<file path="src/rtl/counter_run_arbiter.sv">
//------------------------------------------------------------------------------
// Module   : counter_run_arbiter
// Brief    : Round-robin owner of a shared up/down counter; grants one
//            0->len or len->0 run at a time and pulses done on completion.
// Revision : 1.0
//------------------------------------------------------------------------------
`default_nettype none

module counter_run_arbiter #(
    parameter int WIDTH = 4
) (
    input  logic             clk,
    input  logic             rst,
    input  logic [1:0]       req,
    input  logic [WIDTH-1:0] len0,
    input  logic [WIDTH-1:0] len1,
    input  logic             dir0,
    input  logic             dir1,
    output logic [1:0]       gnt,
    output logic             busy,
    output logic             done,
    output logic             done_id,
    output logic [WIDTH-1:0] out
);

    localparam logic [1:0] c_s_idle = 2'd0;
    localparam logic [1:0] c_s_run  = 2'd1;
    localparam logic [1:0] c_s_done = 2'd2;

    logic [1:0]       r_state;
    logic             r_last;     // most recent winner; also the active run's owner
    logic [WIDTH-1:0] r_len;
    logic             r_dir;
    logic [1:0]       r_gnt;
    logic             r_busy;
    logic             r_done;
    logic             r_done_id;
    logic [WIDTH-1:0] r_out;

    logic             w_win;
    logic [WIDTH-1:0] w_win_len;
    logic             w_win_dir;
    logic [WIDTH-1:0] w_term;

    // A lone request wins outright; a tie goes to whoever did not win last.
    assign w_win     = (req == 2'b11) ? ~r_last : req[1];
    assign w_win_len = w_win ? len1 : len0;
    assign w_win_dir = w_win ? dir1 : dir0;
    assign w_term    = r_dir ? r_len : '0;

    always_ff @(posedge clk) begin
        if (rst) begin
            r_state   <= c_s_idle;
            r_last    <= 1'b1;
            r_len     <= '0;
            r_dir     <= 1'b0;
            r_gnt     <= 2'b00;
            r_busy    <= 1'b0;
            r_done    <= 1'b0;
            r_done_id <= 1'b0;
            r_out     <= '0;
        end else begin
            case (r_state)
                c_s_idle: begin
                    r_done <= 1'b0;
                    if (req != 2'b00) begin
                        r_last  <= w_win;
                        r_len   <= w_win_len;
                        r_dir   <= w_win_dir;
                        r_gnt   <= w_win ? 2'b10 : 2'b01;
                        r_busy  <= 1'b1;
                        r_out   <= w_win_dir ? '0 : w_win_len;
                        r_state <= c_s_run;
                    end
                end
                c_s_run: begin
                    // Withdrawal by the owner wins over reaching the terminal value.
                    if (!req[r_last]) begin
                        r_gnt   <= 2'b00;
                        r_busy  <= 1'b0;
                        r_state <= c_s_idle;
                    end else if (r_out == w_term) begin
                        r_gnt     <= 2'b00;
                        r_done    <= 1'b1;
                        r_done_id <= r_last;
                        r_state   <= c_s_done;
                    end else if (r_dir) begin
                        r_out <= r_out + WIDTH'(1);
                    end else begin
                        r_out <= r_out - WIDTH'(1);
                    end
                end
                c_s_done: begin
                    r_done  <= 1'b0;
                    r_busy  <= 1'b0;
                    r_state <= c_s_idle;
                end
                default: begin
                    r_gnt   <= 2'b00;
                    r_busy  <= 1'b0;
                    r_done  <= 1'b0;
                    r_state <= c_s_idle;
                end
            endcase
        end
    end

    assign gnt     = r_gnt;
    assign busy    = r_busy;
    assign done    = r_done;
    assign done_id = r_done_id;
    assign out     = r_out;

endmodule

`default_nettype wire
</file>
<file path="config.mk">
export PLATFORM = sky130hd
export DESIGN_NAME = counter_run_arbiter
export DESIGN_NICKNAME = d
export VERILOG_FILES = /design/src/rtl/counter_run_arbiter.sv
export SDC_FILE = /design/constraint.sdc
export NUM_CORES = 1
export LEC_CHECK = 0
export CORE_MARGIN = 10
export CORE_UTILIZATION = 39
export DETAILED_ROUTE_END_ITERATION = 7
export SETUP_SLACK_MARGIN = 0.3
export SLEW_MARGIN = 20
export SYNTH_ARGS = -nofsm -noshare
export SYNTH_HDL_FRONTEND = slang
export SYNTH_SLANG_ARGS = --single-unit
</file>
<file path="constraint.sdc">
create_clock -name clk -period 4.75 [get_ports clk]
set_clock_uncertainty 0.15 [all_clocks]
set_input_delay 0.475 -clock clk [delete_from_list [all_inputs] [get_ports clk]]
set_output_delay 0.475 -clock clk [all_outputs]
set_load 0.02 [all_outputs]
</file>
# Word level (Yosys, flattened, before mapping)
# Cells that the tools add are included.
[op_classes]
addsub = 2
multipliers = 0
div_mod_pow = 0
order_cmp = 1
n_eq_ne = 9
shift = 0
n_mux = 24
bitwise = 3
reduce_logical = 11
[ops]
columns = ["operator", "count"]
rows = [
  ["2-to-1 mux 4 bit", 7],
  ["2-to-1 mux 2 bit", 7],
  ["inequality test 2 bit (second input constant)", 4],
  ["one-hot mux 4 bit (2 select lines)", 1],
  ["AND reduction 2 bit", 4],
  ["2-to-1 mux 1 bit", 6],
  ["one-hot mux 2 bit (3 select lines)", 1],
  ["AND reduction 3 bit", 2],
  ["adder 4 x 1 -> 4 bit (second input constant)", 1],
  ["equality test 2 bit (second input constant)", 2],
  ["equality test 4 bit", 1],
  ["one-hot mux 2 bit (2 select lines)", 1],
  ["AND reduction 4 bit", 1],
  ["nonzero test 2 bit", 2],
  ["subtractor 4 x 1 -> 4 bit (second input constant)", 1],
  ["inequality test 3 bit (second input constant)", 1],
  ["inverter 1 bit", 3],
  ["equality test 2 x 1 -> 1 bit (second input constant)", 1],
  ["zero test 2 bit", 1],
  ["< comparator 1 x 2 -> 1 bit (second input constant)", 1],
  ["one-hot mux 1 bit (2 select lines)", 1],
  ["OR reduction 2 bit", 1],
]
[word_totals]
ff_bits = 17
latchBits = 0
ram_bits = 0
mem_bits_ro = 0
in_bits = 14
elab_cells = 59
mem_count = 0

# Longest topological paths before layout
[logic_depth]
depth_word = 6
mapped_depth = 7
mapped_depth_nobuf = 7

# Least setup slack after synthesis
# OpenSTA, ideal clock, no wires.
[synth_path]
path_kind = "register -> register"
startpoint = "register r_out[0], in the netlist out[0]"
endpoint = "register r_out[3], in the netlist out[3]"
arrival_time_ns = 1.727
t_required_ns = 4.477
slack_ns = 2.749
stages_incl_launch_ff = 6
path_buffers = 0
period_less_slack_ns = 2.001
path_cell_list = "dfxtp_1 > and2b_2 > o21ai_0 > nand4_4 > nand2_2 > mux2_1"
[synth_via]
elab_chain_cells = 5
[synth_lines]
columns = ["item", "line_no", "rtl"]
rows = [
  ["from (decl)", "38", "logic [WIDTH-1:0] r_out;"],
  ["from (signal assigned)", "72", "r_out <= w_win_dir ? '0 : w_win_len;"],
  ["from (signal assigned)", "88", "r_out <= r_out + WIDTH'(1);"],
  ["from (signal assigned)", "90", "r_out <= r_out - WIDTH'(1);"],
  ["subtractor 4 x 1 -> 4 bit / adder 4 x 1 -> 4 bit (equally long branches)", "90, 88", ""],
  ["2-to-1 mux 4 bit", "87", "end else if (r_dir) begin"],
  ["2-to-1 mux 4 bit", "82", "end else if (r_out == w_term) begin"],
  ["2-to-1 mux 4 bit", "78", "if (!req[r_last]) begin"],
  ["one-hot mux 4 bit (2 select lines)", "63", "case (r_state)"],
]
# Several ways; a longest one is shown, not always the timed one. The select of a mux whose other input is x is not followed.
# A chain may end at the register's enable or synchronous reset.

# Worst setup path after layout
[layout_path]
startpoint = "input req[1]"
endpoint = "register r_out[3], in the netlist out[3]"
[layout_via]
elab_chain_cells = 6
[layout_lines]
columns = ["item", "line_no", "rtl"]
rows = [
  ["from (decl)", "14", "input logic [1:0] req,"],
  ["equality test 2 bit", "46", "assign w_win = (req == 2'b11) ? ~r_last : req[1];"],
  ["2-to-1 mux 1 bit", "46", ""],
  ["2-to-1 mux 4 bit / 2-to-1 mux 1 bit (equally long branches)", "47, 48", ""],
  ["2-to-1 mux 4 bit", "72", ""],
  ["2-to-1 mux 4 bit", "66", "if (req != 2'b00) begin"],
  ["one-hot mux 4 bit (2 select lines)", "63", ""],
]
# Several ways; a longest one is shown, not always the timed one. The select of a mux whose other input is x is not followed.

==> key figures <==
Run status
  – Status: finished clean

Floorplan
  – Die Y-Extent: 73.0 um
  – Initial Util: 40.1%
  – Row cnt: 19
  – Die area: 5340 um^2
  – Core area: 2730 um^2
  – Die W: 73.0 um
  – IO Count: 23

Critical path
  – CP startpoint kind: input port
  – Worst Path Buf+Inv: 1
  – CP top delay family: compound AO/OA/AOI/OAI gates
  – CP max FO: 14
  – Max stage delay cell, worst path: a21boi_2
  – Max incr delay on CP: 0.63 ns
  – Critical path, cell by cell: clkdlybuf4s50_1 > a21boi_2 > nor3b_1 > a311oi_1 > a211oi_1 > mux2_1
  – Critical Path End Type: flop
  – Critical path required time: 4.79 ns
  – Crit Path Category: input port to flop
  – Worst EP arrival: 2.41 ns

Final layout
  – Antenna cells: 0
  – Most frequent cells in the layout: clkdlybuf4s50_1 (22), dfxtp_1 (17), nor2_1 (15)
  – Commonest non-fill, non-tap cell in the layout: clkdlybuf4s50_1
  – Layout cells sized above 1: 10.1%
  – Nets: 157
  – Syn-to-layout area delta: 21.2%
  – Fin util: 48.6%

Clocking
  – Post-CTS setup buffers: 0
  – Clock slew at reported path FFs: 0.11 ns
  – Clk root buf: clkbuf_4
  – Post-CTS sizing: 0
  – H-tree levels: 1
  – TritonCTS clock tree: yes
  – CTS Sinks: 17
  – Total CTS buffers: 3
  – CTS max path bufs: 2
  – Worst skew pair latency: 0.30 ns
  – Hold Buf Count CTS: 0

Pwr
  – P_leak: 0.511 nW
  – Pwr Density: 375 nW/um^2
  – Overall power: 0.499 mW
  – Worst VDD drop: 0.000186 V

Synthesis
  – Yosys cell types: 43
  – Yosys reg bits: 17
  – Post-synth net total: 135
  – EDFF count, synth: 0
  – Synth warnings: 0
  – Cells after synthesis: 118
  – Cell taking the most area after synthesis: dfxtp_1
  – Ys flop type: dfxtp_1
  – Sequential area share after synthesis: 31.0%
  – Post-synth top area share: 31.0%
  – Synthesized area per cell: 9.30 um^2
  – Leading post-synthesis cells by cell area: dfxtp_1 (31%), mux2i_1 (9.1%), nor2_1 (5.1%)
  – Post-synthesis async set-or-reset flop share: 0%
  – Synthesized cell area: 1100 um^2

GRT
  – Pin count of the biggest net entering global routing: 23
  – Congestion Overflow GR: 0
  – GR Util All Layers: 9.23%
  – Initial antenna violation count: 0
  – Vias in the first global route: 844
  – First-pass GRT wire length: 4.04 mm

Timing
  – Fin. max-slew vios: 0
  – RSZ-0062 raised after global routing: false
  – Tmin final: 2.36 ns
  – F_max: 0.423 GHz
  – Final setup vio count: 0
  – Worst-Margin Slew: 0.784 ns
  – Final TNS setup: 0 ns
  – Final Cycle Share: 49.8%
  – Slew margin rel.: 47.5%
  – Final hold vios: 0

Drt
  – DRT antenna net count: 0
  – Wire per inst: 14.5 um
  – Vias per Instance: 5.45
  – Via count: 927
  – Initial drt markers: 84
  – DRC viols: 0
  – Final WL: 2.46 mm
  – Initial DRT Pass Iterations: 4

Worst hold path
  – HP Class: flop to flop

Placement
  – Dpl hpwl: 1.93 mm
  – RD Place Congestion: 0.799
  – Port bufs: 22

Flow run
  – Max Cap Viol: 0
-- per-layer routing --
metal,GRT usage [%],up-vias,wire (um)
li1,-,471,-
met2,13.7,25,1060
met1,12.1,427,1220
met3,2.18,4,130
met4,4.43,0,46
met5,0,-,0
-- cell families after synthesis --
| group | after synthesis | share of synthesized area, % |
|---|---|---|
| multiplexers | 11 | 10.1 |
| buffers and inverters | 11 | 6.84 |
| adder cells (fa/ha/maj) | 3 | 4.10 |
| AO/OA/AOI/OAI | 29 | 20.9 |
| AND/OR/NAND/NOR | 43 | 23.8 |
| flip-flops | 17 | 31.0 |
| XOR/XNOR | 4 | 3.19 |
-- worst reg2reg max path, stage by stage (launching register included) --
cell and delay [ns]:
dfxtp_1 0.46, inv_1 0.17, ha_1 0.30, a21o_1 0.17, a21oi_1 0.18, xnor2_1 0.16
a211oi_1 0.09, mux2_1 0.30
-- cells in the mapped netlist, types with 3 or more instances --
library cell	n
nand2_1	4
a21oi_1	5
nor3b_1	3
a311oi_1	4
inv_1	6
o21ai_0	4
nand2b_1	7
mux2i_1	10
a211oi_1	6
dfxtp_1	17
nor2_1	15
-- final cells by class --
| class | instances | area [um^2] |
|---|---|---|
| inverter | 6 | 22.5 |
| fill | 268 | 1400 |
| sequential | 17 | 340 |
| tap | 31 | 38.8 |
| timing repair buffer | 22 | 220 |
| clock buffer | 4 | 26.3 |
| multi-input combinational | 90 | 682 |
-- state kept, by name (all words and copies together) (netlist names) --
name / cells
out: 4
r_len: 4
gnt: 2
r_state: 2
busy: 1
done: 1
done_id: 1
r_dir: 1
r_last: 1
-- final timing paths --
path	start	to	slack (ns)	cells after the start
max	req[1]	out[3]	2.39	6
max reg2reg	r_dir	out[3]	2.65	7
min reg2reg	done	done	0.31	2
min	done	done	0.31	2
-- metrics by stage --
stage | worst slack (ns) | area [um^2] | instances | hold slack (ns)
final | 2.39 | 1330 | 170 | 0.311
after global routing | 2.26 | 1330 | 170 | 0.350
after CTS | 2.39 | 1330 | 170 | 0.314
after detailed placement | 2.06 | 1300 | 166 | 0.299
after global placement | 2.11 | 1300 | 166 | 0.294
after floorplan | 2.75 | 1100 | 118 | 0.334
-- power breakdown --
group,internal [mW],leakage (nW),total (mW),switching [mW]
Clock,0.0327,0.0150,0.0820,0.0493
Combinational,0.109,0.355,0.221,0.112
Sequential,0.165,0.140,0.196,0.0305
No activity file was read; power rests on OpenSTA's default activity.
